**src/rtl/tap_scan_delay_mux.sv**
```systemverilog
// Tap delay line plus scanner feeding one tap per handshake to a shared MAC.
// Optional reverse scan direction: define TAP_SCAN_REVERSE_EN to add iScanDir.
module tap_scan_delay_mux #(
    parameter int WIDTH    = 3,
    parameter int NUM_TAPS = 10,
    parameter int SEL_W    = 4
) (
    input  logic             iClk,
    input  logic             iRst,
    input  logic             iFlush,
    input  logic             iSampleVld,
    input  logic [WIDTH-1:0] iSample,
`ifdef TAP_SCAN_REVERSE_EN
    input  logic             iScanDir,
`endif
    output logic             oSampleRdy,
    output logic [WIDTH-1:0] oTap,
    output logic [SEL_W-1:0] oTapIdx,
    output logic             oTapVld,
    input  logic             iTapRdy,
    output logic             oLast,
    output logic             oDrop
);

    localparam logic [SEL_W-1:0] LAST_IDX   = SEL_W'(NUM_TAPS - 1);
    localparam logic [SEL_W:0]   NUM_TAPS_X = (SEL_W + 1)'(NUM_TAPS);

    typedef enum logic {
        IDLE,
        SCAN
    } stateT;

    stateT            state;
    stateT            stateNext;
    logic [SEL_W-1:0] idx;
    logic [SEL_W-1:0] idxNext;
    logic [SEL_W-1:0] startIdx;
    logic [SEL_W-1:0] stepIdx;
    logic [WIDTH-1:0] taps [NUM_TAPS];
    logic             idxOk;
    logic             lastHit;
    logic             handshake;
    logic             accept;

    assign accept    = (state == IDLE) && iSampleVld && !iFlush;
    assign handshake = oTapVld && iTapRdy;
    assign idxOk     = ({1'b0, idx} < NUM_TAPS_X);

`ifdef TAP_SCAN_REVERSE_EN
    logic dirQ;

    // Scan direction latched at sample accept, held for the whole scan
    always_ff @(posedge iClk or posedge iRst) begin
        if (iRst) begin
            dirQ <= 1'b0;
        end else if (iFlush) begin
            dirQ <= 1'b0;
        end else if (accept) begin
            dirQ <= iScanDir;
        end
    end

    assign startIdx = iScanDir ? LAST_IDX : '0;
    assign stepIdx  = dirQ ? (idx - 1'b1) : (idx + 1'b1);
    assign lastHit  = dirQ ? (idx == '0) : (idx == LAST_IDX);
`else
    assign startIdx = '0;
    assign stepIdx  = idx + 1'b1;
    assign lastHit  = (idx == LAST_IDX);
`endif

    // State and index registers
    always_ff @(posedge iClk or posedge iRst) begin
        if (iRst) begin
            state <= IDLE;
            idx   <= '0;
        end else begin
            state <= stateNext;
            idx   <= idxNext;
        end
    end

    // Next state: flush wins, then accept / handshake; bad index bails to IDLE
    always_comb begin
        stateNext = state;
        idxNext   = idx;
        if (iFlush) begin
            stateNext = IDLE;
            idxNext   = '0;
        end else begin
            unique case (state)
                IDLE: begin
                    if (iSampleVld) begin
                        stateNext = SCAN;
                        idxNext   = startIdx;
                    end
                end
                SCAN: begin
                    if (!idxOk) begin
                        stateNext = IDLE;
                        idxNext   = '0;
                    end else if (handshake) begin
                        if (lastHit) begin
                            stateNext = IDLE;
                            idxNext   = '0;
                        end else begin
                            idxNext = stepIdx;
                        end
                    end
                end
                default: begin
                    stateNext = IDLE;
                    idxNext   = '0;
                end
            endcase
        end
    end

    // Outputs: IDLE forces the tap bus to zero, SCAN presents tap[idx]
    always_comb begin
        oSampleRdy = 1'b0;
        oTapVld    = 1'b0;
        oTap       = '0;
        oTapIdx    = '0;
        oLast      = 1'b0;
        unique case (state)
            IDLE: begin
                oSampleRdy = 1'b1;
            end
            SCAN: begin
                oTapVld = 1'b1;
                oTapIdx = idx;
                oLast   = lastHit && idxOk;
                for (int k = 0; k < NUM_TAPS; k++) begin
                    if (idx == SEL_W'(k)) begin
                        oTap = taps[k];
                    end
                end
            end
            default: begin
                oSampleRdy = 1'b0;
            end
        endcase
    end

    // Delay line: cleared by flush, shifted on each accepted sample
    always_ff @(posedge iClk or posedge iRst) begin
        if (iRst) begin
            for (int k = 0; k < NUM_TAPS; k++) begin
                taps[k] <= '0;
            end
        end else if (iFlush) begin
            for (int k = 0; k < NUM_TAPS; k++) begin
                taps[k] <= '0;
            end
        end else if (accept) begin
            taps[0] <= iSample;
            for (int k = 1; k < NUM_TAPS; k++) begin
                taps[k] <= taps[k-1];
            end
        end
    end

    // Drop pulse for a sample offered while a scan is in progress
    always_ff @(posedge iClk or posedge iRst) begin
        if (iRst) begin
            oDrop <= 1'b0;
        end else if (iFlush) begin
            oDrop <= 1'b0;
        end else begin
            oDrop <= (state == SCAN) && iSampleVld;
        end
    end

endmodule

```
**config.mk**
```make
export PLATFORM = sky130hd
export DESIGN_NAME = tap_scan_delay_mux
export DESIGN_NICKNAME = d
export VERILOG_FILES = /design/src/rtl/tap_scan_delay_mux.sv
export SDC_FILE = /design/constraint.sdc
export NUM_CORES = 1
export LEC_CHECK = 0
export BUFFER_PORTS_ARGS = -buffer_cell sky130_fd_sc_hd__buf_2
export CORE_MARGIN = 8
export CORE_UTILIZATION = 61
export CTS_CLUSTER_DIAMETER = 40
export CTS_CLUSTER_SIZE = 12
export DETAILED_ROUTE_END_ITERATION = 12
export HOLD_SLACK_MARGIN = 0.1
export PLACE_DENSITY = 0.82
export SLEW_MARGIN = 10
export SYNTH_ARGS = -nofsm -noshare
export SYNTH_HDL_FRONTEND = slang
export SYNTH_SLANG_ARGS = --single-unit
export TNS_END_PERCENT = 10
```
**constraint.sdc**
```tcl
create_clock -name iClk -period 2.4 [get_ports iClk]
set_clock_uncertainty 0.05 [all_clocks]
set_input_delay 0 -clock iClk [delete_from_list [all_inputs] [get_ports iClk]]
set_output_delay 0 -clock iClk [all_outputs]
set_load 0.02 [all_outputs]
```
After elaboration in Yosys (flattened, before gate mapping)

Index checks and enable logic that the tools add are counted.
Widths: inputs -> output; s select.

Word-level logic and storage cells: 66
Flip-flop bits (word level): 36
Output and inout bits: 11
Bits of input ports: 8

Bitwise logic cells: 1
Equal/unequal tests: 11
Order comparisons: 1
Add/sub/neg operators: 1
Muxes and demuxes: 30
Reduce and logical (&&, ||, !) cells: 9

Operators with widths:

| operator            | count |
|---|---|
| $mux 30             | 2 |
| $mux 3              | 11 |
| $mux 4              | 6 |
| $eq 4x3->1 const B  | 4 |
| $mux 1              | 9 |
| $eq 4x2->1 const B  | 2 |
| $eq 4x4->1 const B  | 2 |
| $pmux 4 s2          | 1 |
| $logic_and 1x1->1   | 5 |
| $add 4x1->4 const B | 1 |
| $eq 4x1->1 const B  | 1 |
| $logic_not 4->1     | 1 |
| $lt 4x4->1 const B  | 1 |
| $ne 4x3->1 const B  | 1 |
| $ne 3x3->1 const B  | 1 |
| $pmux 1 s2          | 1 |
| $reduce_and 2->1    | 1 |
| $reduce_bool 2->1   | 1 |
| $logic_not 1->1     | 1 |
| $not 1->1           | 1 |

Longest topological paths before layout

Depth after elaboration: 12
Mapped depth: 6
Gate-level depth less buffers: 4

Worst setup path after synthesis

OpenSTA, ideal clock, no wires.

Path type: flip-flop to flip-flop
Start: register state
End: register idx[2]
Period minus slack after synthesis: 1.625 ns
Arrival time: 1.493 ns
Path buffers: 2
Setup slack: 0.775 ns
Library setup time: 0.082 ns
Data required time: 2.268 ns
Cell stages (with the launch flop): 7
Path through: dfrtp_1 buf_6 and2_4 buf_8 a221oi_4 or4_1 a31oi_1

Word-level cells in the longest chain between the ends: 4
Elaborated cells between the ends (all ways): 8
Classes of those cells: eq/ne: 2; mux: 3; bitwise: 1; reduce/logical: 2

Ends and longest elaborated chain:

| what                              | line | source |
|---|---|---|
| start: declaration                | 33   | `stateT state;` |
| start signal: assignment          | 78   | `state <= stateNext;` |
| $mux 1                            | 126  | `unique case (state)` |
| $logic_and 1x1->1                 | 46   | `assign handshake = oTapVld && iTapRdy;` |
| $ne 4x3->1 (no source line)       | --   |  |
| $reduce_and 2->1 (no source line) | --   |  |
| end signal: assignment            | 79   | `idx <= idxNext;` |
| end: declaration                  | 35   | `logic [SEL_W-1:0] idx;` |

Parallel ways exist; a longest one is shown, timed or not.
A chain may end at the register's enable or synchronous reset.

Worst setup path in the final report

Start: register idx[1]
End: output oTap[2]

Word-level cells in the longest chain between the ends: 12
Elaborated cells between the ends (all ways): 21
Classes of those cells: eq/ne: 9; mux: 11; reduce/logical: 1

Ends and longest elaborated chain:

| what                | line | source |
|---|---|---|
| $logic_not 4->1     | 135  | `if (idx == SEL_W'(k)) begin` |
| $mux 3 (9 in a row) | 135  |  |
| $mux 3 *            | 135  |  |
| $mux 3 *            | 126  |  |
| end: declaration    | 17   | `output logic [WIDTH-1:0] oTap,` |

Mark *: on every way between the ends. The rest lies on a longest branch, timed or not.

==> impl_metrics.env <==
export IMPL_clk_pin_slew_ps=110
export IMPL_synth_area_um2=1897
export IMPL_tns_ps=0
export IMPL_yosysTopAreaCell="dfrtp_1"
export IMPL_final_nets=248
export IMPL_ys_seq_area_share_pct=47.49
export IMPL_synth_fp_nets=232
export IMPL_power_density_nw_per_um2=575.4
export IMPL_hold_viol=0
export IMPL_antenna_cells=0
export IMPL_async_flop_share_pct=100.0
export IMPL_cap_violations=0
export IMPL_vias=1574
export IMPL_syn_inst=224
export IMPL_drt_iter0_markers=140
export IMPL_required_ps=2350
export IMPL_cellLeakagePower_nw=0.8968
export IMPL_cts_tree="built"
export IMPL_r2r_cells=4
export IMPL_peakVddDrop_uv=448.9
export IMPL_portBuffers=18
export IMPL_drtPass1Iterations=4
export IMPL_setup_violations_final=0
export IMPL_drive_gt1_share_pct=17.43
export IMPL_gr_usage_all_layers_pct=16.39
export IMPL_max_freq_ghz=0.4493
export IMPL_antenna_found_initial=0
export IMPL_critical_path_max_fanout=17
export IMPL_first_global_vias=1456
export IMPL_hold_class="in2reg"
export IMPL_multi_input_area_um2=889.6
export IMPL_cts_root_buf="clkbuf_4"
export IMPL_syn_area_per_cell_um2=8.468
export IMPL_rows=20
export IMPL_die_area_um2=5150
export IMPL_grt_max_degree=37
export IMPL_end_kind="output port"
export IMPL_drc_errors=0
export IMPL_clockBufferDepth=2
export IMPL_rsz0062_at_grt="no"
export IMPL_seq_area_um2=900.9
export IMPL_hpwl_um=2527
export IMPL_die_h_um=71.77
export IMPL_ys_seq_elements=36
export IMPL_fin_util_pct=70.54
export IMPL_synth_edf_count=0
export IMPL_htreeDepth=2
export IMPL_max_slew_worst_pin_slew_ps=659.3
export IMPL_outcome="complete, no violations"
export IMPL_synth_warnings=0
export IMPL_finalCritPeriodShare_pct=92.73
export IMPL_die_w_um=71.77
export IMPL_numCtsBuffers=5
export IMPL_synth_area_leaders="dfrtp_1 47%, nand2_1 14%, a21oi_1 9.5%"
export IMPL_hold_ws_ps=147.2
export IMPL_initial_utilization_pct=63.17
export IMPL_gp_congestion=0.7991
export IMPL_fillerInstances=248
export IMPL_cp_data_arrival_time_ps=2180
export IMPL_crit_path_start_kind="register"
export IMPL_slew_headroom_pct=56.05
export IMPL_synth_ff_type="dfrtp_1"
export IMPL_grt_pass1_wl_um=6824
export IMPL_hold_depth=2
export IMPL_core_um2=3003
export IMPL_clk_latency_ps=340
export IMPL_finalPower_mw=1.219
export IMPL_ios=19
export IMPL_area_growth_pct=11.68
export IMPL_routedWlPerCell_um=14.42
export IMPL_antenna_left=0
export IMPL_synth_cell_types=36
export IMPL_worstSetupPathType="reg2out"
export IMPL_routed_wl_um=3951
export IMPL_synth_common_cells="70 x nand2_1, 36 x a21oi_1, 36 x dfrtp_1, 13 x clkbuf_1, 8 x nor2_1"
export IMPL_cts_sinks=36
export IMPL_fin_crit_ps=2226
export IMPL_synth_most_common_cell="nand2_1"
export IMPL_synth_top_area_share_pct=47.49
export IMPL_gr_total_overflow=0
export IMPL_drv_slew=0
export IMPL_routed_via_density=5.745
area by class of cell:
type                       instances  share of cell area (%)
clock inverter                     1                   1.418
timing repair buffer              28                   8.506
inverter                           3                  0.5316
multi-input combinational        166                   42.00
sequential                        36                   42.53
tap                               33                   1.949
clock buffer                       7                   3.071
cells in the final DEF (no fill, tap or decap), types with 2 or more instances in the layout:
cell and instances:
a21oi_1 36, mux2_2 3, nor2_1 8, o22ai_1 2, mux2i_1 7, a31o_2 2, nand2_1 70, clkbuf_4 5
a22oi_1 4, a31oi_1 2, buf_2 18, clkbuf_8 2, inv_1 3, dlygate4sd3_1 6, dfrtp_1 36, nand3_1 2
and2_2 2, nor2b_1 4, buf_4 4, nor3_1 2, o21ai_0 6
through the flow:
step	cell area (um2)	cells	setup slack (ps)
after floorplan	1897	224	775.5
final	2118	274	174.5
after global placement	1963	260	574.5
after CTS	2118	274	149.8
after global routing	2118	274	20.72
after detailed placement	1963	260	533.9
per-layer routing:
metal	wire length, um	global-route usage, %	up-vias
met5	0	0	-
met4	40	7.256	0
met3	175	3.905	5
met2	1841	25.91	31
met1	1893	20.70	751
li1	-	-	787
registers in the layout, indices dropped and copies added, names as in the netlist:
register	cells
taps	30
oDrop	1
idx	4
state	1
critical path, cell delays in order, from the launching register on:
cell and delay, ps:
dfrtp_1 740, nor2b_1 370, a22oi_1 140, o31a_1 240
a31oi_1 160, buf_2 190
final timing paths:
path,from,end,slack [ps]
min reg2reg,taps[0],taps[0],480
max,idx[1],oTap[2],170
max reg2reg,idx[1],idx[2],570
min in group asynchronous,iRst,taps[21],240
min,iFlush,oDrop,150
max in group asynchronous,iRst,taps[2],1740
kinds of logic (layout without fill, tap and decap cells):
group | count (synthesis) | count (layout) | synth area share [%]
and+or+nand+nor | 97 | 97 | 22.49
AOI/OAI and AO/OA | 59 | 59 | 18.93
DFF | 36 | 36 | 47.49
buffers and inverters | 22 | 39 | 5.607
muxes | 10 | 10 | 5.475
power breakdown:
group          internal [mW]  switching [mW]  total (mW)
clock network          0.277           0.199       0.475
logic                 0.0407          0.0775       0.118
registers              0.614          0.0119       0.625
total                  0.931           0.288        1.22
timing repair:
action / CTS / global route
buffers inserted: 0 / 0
hold buffers: 6 / 0
hold endpoints to repair: 44 / 0
resized for setup: 0 / 0
Power figures use the tool's default switching activity.
